==> config.mk <==
export PLATFORM = sky130hd
export DESIGN_NAME = pc_fetch
export DESIGN_NICKNAME = d
export VERILOG_FILES = /design/src/rtl/pc_fetch.sv
export SDC_FILE = /design/constraint.sdc
export NUM_CORES = 1
export LEC_CHECK = 0
export ABC_AREA = 1
export BUFFER_PORTS_ARGS = -buffer_cell sky130_fd_sc_hd__buf_2
export CAP_MARGIN = 20
export CORE_MARGIN = 10
export CORE_UTILIZATION = 46
export CTS_CLUSTER_DIAMETER = 50
export DETAILED_ROUTE_END_ITERATION = 10
export PLACE_DENSITY = 0.87
export SYNTH_ARGS = -nofsm -noshare
export SYNTH_HDL_FRONTEND = slang
export SYNTH_SLANG_ARGS = --single-unit
==> constraint.sdc <==
create_clock -name clk -period 1.4 [get_ports clk]
set_input_delay 0.14 -clock clk [delete_from_list [all_inputs] [get_ports clk]]
set_output_delay 0.14 -clock clk [all_outputs]
set_load 0.02 [all_outputs]
==> src/rtl/pc_fetch.sv <==
// Program-counter / fetch-sequencing stage: holds the PC, sequences idle/run/halt, qualifies fetches.
// Optional PC_FETCH_CYCLE_COUNT_EN adds a saturating run-cycle counter output (cycle_count).
//
// state  | meaning
// S_IDLE | waiting for start; pc parked at START_PC, no fetch
// S_RUN  | fetching; pc advances to next_pc_in unless stalled or halting
// S_HALT | halt decoded; pc holds the halt address, done asserted until start
module pc_fetch #(
  parameter int                  PC_WIDTH = 16,
  parameter logic [PC_WIDTH-1:0] START_PC = '0
) (
  input  logic                clk,
  input  logic                reset,
  input  logic                start,
  input  logic [PC_WIDTH-1:0] next_pc_in,
  input  logic                stall,
  input  logic                halt_req,
  output logic [PC_WIDTH-1:0] pc,
  output logic [PC_WIDTH-1:0] pc_plus1,
  output logic                fetch_valid,
`ifdef PC_FETCH_CYCLE_COUNT_EN
  output logic [31:0]         cycle_count,
`endif
  output logic                done
);

  typedef enum logic [1:0] {
    S_IDLE = 2'd0,
    S_RUN  = 2'd1,
    S_HALT = 2'd2
  } state_t;

  state_t state;

  always_ff @(posedge clk or posedge reset) begin
    if (reset) begin
      state <= S_IDLE;
      pc    <= START_PC;
      done  <= 1'b0;
    end else begin
      case (state)
        S_IDLE: begin
          pc   <= START_PC;
          done <= 1'b0;
          if (start) state <= S_RUN;
        end
        S_RUN: begin
          // halt wins over stall: the halt address must stay visible in pc
          if (halt_req) begin
            state <= S_HALT;
            done  <= 1'b1;
          end else if (!stall) begin
            pc <= next_pc_in;
          end
        end
        S_HALT: begin
          if (start) begin
            state <= S_RUN;
            pc    <= START_PC;
            done  <= 1'b0;
          end
        end
        default: begin
          state <= S_IDLE;
          pc    <= START_PC;
          done  <= 1'b0;
        end
      endcase
    end
  end

  assign pc_plus1    = pc + {{(PC_WIDTH-1){1'b0}}, 1'b1};
  assign fetch_valid = (state == S_RUN) && !stall;

`ifdef PC_FETCH_CYCLE_COUNT_EN
  always_ff @(posedge clk or posedge reset) begin
    if (reset) begin
      cycle_count <= 32'd0;
    end else if (state == S_RUN) begin
      if (cycle_count != 32'hFFFF_FFFF) cycle_count <= cycle_count + 32'd1;
    end else if (start) begin
      cycle_count <= 32'd0;
    end
  end
`endif

endmodule

# Word-level counts from Yosys, hierarchy flattened
# Index checks and enable logic that the tools add are counted.
dict set report classes {
  n_reduce_logical 7
  add_sub_neg 1
  muxes 10
  eq_ne 7
}
# op count
set ops {}
lappend ops {{16-bit 2-to-1 mux} 3}
lappend ops {{16-bit one-hot mux with 2 select lines} 1}
lappend ops {{16-bit by 1-bit adder with 16-bit output (second input constant)} 1}
lappend ops {{2-bit != test (second input constant)} 4}
lappend ops {{2-bit 2-to-1 mux} 2}
lappend ops {{2-bit one-hot mux with 2 select lines} 1}
lappend ops {{2-bit AND reduction} 2}
lappend ops {{3-bit AND reduction} 1}
lappend ops {{2-bit by 1-bit equality test with 1-bit output (second input constant)} 1}
lappend ops {{2-bit equality test (second input constant)} 1}
lappend ops {{2-bit zero test} 1}
lappend ops {{1-bit 2-to-1 mux} 2}
lappend ops {{2-bit by 1-bit != test with 1-bit output (second input constant)} 1}
lappend ops {{1-bit one-hot mux with 2 select lines} 1}
lappend ops {{2-bit OR reduction} 1}
lappend ops {{1-bit logical AND} 1}
lappend ops {{1-bit zero test} 1}
dict set report totals {
  regBits 19
  elab_cells 28
}

# Longest topological paths before layout
dict set report logic_depth {
  ltp_word 4
  mapped_depth 7
}

# Least setup slack after synthesis
# OpenSTA, ideal clock, no wires.
dict set report synth_timing {
  path_type {register -> output}
  startpoint {register pc[1]}
  endpoint {output port pc_plus1[8]}
  required_time_ns 1.260
  setup_slack_ns -0.168
  path_buffers 0
  arrival_ns 1.428
  stages_incl_launch_ff 6
  cell_sequence {dfrtp_1 -> ha_1 -> nand3_1 -> inv_2 -> nand2_1 -> xnor2_1}
}
dict set report synth_between {
  elab_chain_cells 1
}
# element line_no
set synth_rtl {}
lappend synth_rtl {{start, declared} 18} ;# output logic [PC_WIDTH-1:0] pc,
lappend synth_rtl {{start signal, assigned} 53} ;# pc <= next_pc_in;
lappend synth_rtl {{16-bit by 1-bit adder with 16-bit output} 72} ;# assign pc_plus1 = pc + {{(PC_WIDTH-1){1'b0}}, 1'b1};
lappend synth_rtl {{end, declared} 19} ;# output logic [PC_WIDTH-1:0] pc_plus1,
# No other way between the ends.

# Worst setup path in the final report
dict set report layout_timing {
  startpoint {register pc[8]}
  endpoint {output port pc_plus1[15]}
}
# The elaborated chain is that of the path after synthesis.

==> reports/qor.yml <==
layout:
  layout_common_cells: "buf_2, buf_4, inv_1"
  layout_commonest_cell: "buf_2"
  final_nets: 271
  diodes: 0
  area_delta_synth_final_pct: 68.10
  drive_above_1_share_pct: 62.10
drt:
  drtIter0Drc: 58
  drtPass1Iterations: 4
  totalWireLength_um: 4373
  routedWlPerCell_um: 15.73
  drc: 0
  vias_per_cell: 5.050
  antenna_left: 0
  via_count: 1404
sta:
  hold_violations: 0
  period_minus_slack_ps: 1737
  fin_crit_sh_pct: 124.1
  rsz0062_at_grt: "true"
  slew-limit-headroom_pct: 83.96
  setup_viol: 14
  skew_ps: 5.516
  tightest_slew_ps: 240.6
  timing.hold.ws_ps: 47.80
  setup_slack_ps: -337.1
  setup_tns_ps: -2723
  slew_violations: 0
  fmax_mhz: 575.7
cts:
  clkTransAtPathRegs_ps: 110
  clock_sink_count: 19
  cts_buffers: 3
  clk_latency_ps: 310
  clockBufferDepth: 2
  cts_max_level: 1
  clock_tree.root_cell: "clkbuf_4"
  cts_tree: "yes"
critical_path:
  crit_path_cell_trace: "nand2_2 > nor2_4 > nand2_1 > o21ai_1 > nand2_1 > buf_6"
  slowest_stage: "dfrtp_1"
  cp-start-kind: "flop"
  reg2reg_slack_ps: 100
  timing.rr.start: "state[0]"
  cpMostUsedCell: "nand2_1"
  required_ps: 1260
  critPathMaxStageDelay_ps: 460
  crit_fanout: 4
  worstSetupEndpointType: "output pin"
  setup.worst_path.class: "flop to output pin"
  critPathArrivalTime_ps: 1600
  r2r_end: "pc[2]"
  worstRegToRegCells: 6
run:
  maxCapViolations: 0
power:
  p_leak_nw: 1.096
  irDropWorstVdd_v: 0.001374
  power_density_nw_per_um2: 1292
placement:
  place.gp.congestion: 0.8342
  io_buffers: 54
  post-dp-hpwl_um: 2664
hold_path:
  min_path_cells: 3
  min_to: "pc[4]"
  min_from: "next_pc_in[4]"
  min_path_type: "input port to flop"
floorplanning:
  start_util_pct: 48.28
  dieArea_um2: 5040
  row_count: 18
  fp.dieW_um: 71.00
  dieHeight_um: 71.00
  io_pins: 55
  core-area_um2: 2477
grt:
  antenna_found_initial: 0
  grt_pass1_wl_um: 6216
  grt_usage_pct: 14.66
  grt_max_degree: 20
  grt_pass1_vias: 1422
  grt_overflow: 0
yosys:
  synth_area_um2: 1196
  synth_top_area_share_pct: 39.75
  synth_cell_type_count: 21
  ys_ff_latch: 19
  netlist.top_cell.by_area: "dfrtp_1"
  synth.net_count: 181
  syn_avg_cell_area_um2: 7.523
  yosysWarnings: 0
  synth_cells: 159
  ys_top_cells_by_area: "dfrtp_1, nand2_1, inv_1"
  ys_seq_area_share_pct: 39.75
status:
  status: "complete, but fails checks"
  violations: "negative setup slack"
[report_power, final]
part	total [W]	internal [W]	switching, W	leakage [nW]
clock network	0.000287	0.000107	0.000181	0.0177
registers	0.000836	0.000681	0.000154	0.245
logic	0.00148	0.000644	0.000832	0.834
[stage by stage]
step | area (um2) | total power [W] | setup WS [ps] | util (%) | std cells
2_1_floorplan | 1224 | 0.001575 | 7.274 | - | 159
4_1_cts | 1874 | 0.002382 | -211.3 | 75.66 | 272
5_1_grt | 2011 | 0.002738 | -427.1 | 81.16 | 278
3_5_place_dp | 1634 | 0.001949 | -36.99 | 65.96 | 258
6_report | 2011 | 0.002599 | -337.1 | 81.16 | 278
3_3_place_gp | 1634 | 0.001921 | -7.514 | 65.96 | 258
[worst max-delay path by stage]
stage / startpoint / to / slack, ps
2_1_floorplan: pc[0] / pc_plus1[11] / 7
5_1_grt: pc[8] / pc_plus1[15] / -430
6_report: pc[8] / pc_plus1[15] / -340
4_1_cts: pc[1] / pc_plus1[13] / -210
3_5_place_dp: pc[0] / pc_plus1[10] / -40
3_3_place_gp: pc[0] / pc_plus1[10] / -8
[per-layer routing]
metal / GRT usage, % / up-vias / part of all wire (%)
met4: 6.452 / 0 / 2.5
met2: 28.49 / 43 / 56
met3: 3.626 / 9 / 4.5
met5: 0 / - / 0
met1: 14.01 / 684 / 37
li1: - / 668 / -
[synthesized netlist by cell type (all sizes together)]
cell type,instances
buf,2
clkinv,1
dfrtp,19
ha,1
inv,29
nand2,49
nand3,5
nand3b,1
nand4,4
nor2,18
o21ai,22
o22ai,1
xnor2,4
xor2,3
[sequential cells by signal (all words and copies together), names as in the netlist]
| register | flops |
|---|---|
| done | 1 |
| pc | 16 |
| state | 2 |
[cell type report]
| type | count | area [um2] |
|---|---|---|
| clock buffers | 3 | 22.52 |
| clock inverters | 1 | 5.005 |
| fillers | 146 | 466.7 |
| inverters | 30 | 116.4 |
| multi-input cells | 108 | 749.5 |
| flip-flops and latches | 19 | 485.5 |
| well taps | 30 | 37.54 |
| repair buffers | 87 | 594.3 |
[cell families (layout without fill, tap and decap cells)]
logic type      count (synthesis)  in the layout  synth area share, %
simple gates                   77             77                28.77
buf+inv                        32            121                11.51
compound gates                 23             23                13.81
flops                          19             19                39.75
xor+xnor                        7              7                5.126
fa+ha+maj                       1              1                1.046
[critical path: cells and delay by family (launching register included)]
kind	cells	cell delay [ps]
buffers and inverters	1	140
and+or+nand+nor	4	500
AOI/OAI and AO/OA	1	190
DFF	1	460
[what timing repair did]
item,CTS,global route
hold buffers,1,0
endpoints found under the hold margin,19,0
setup buffers,9,6
gates resized for setup,41,23
pin swaps,8,8
endpoints found under the setup margin,14,27
No activity file was read; power rests on OpenSTA's default activity.
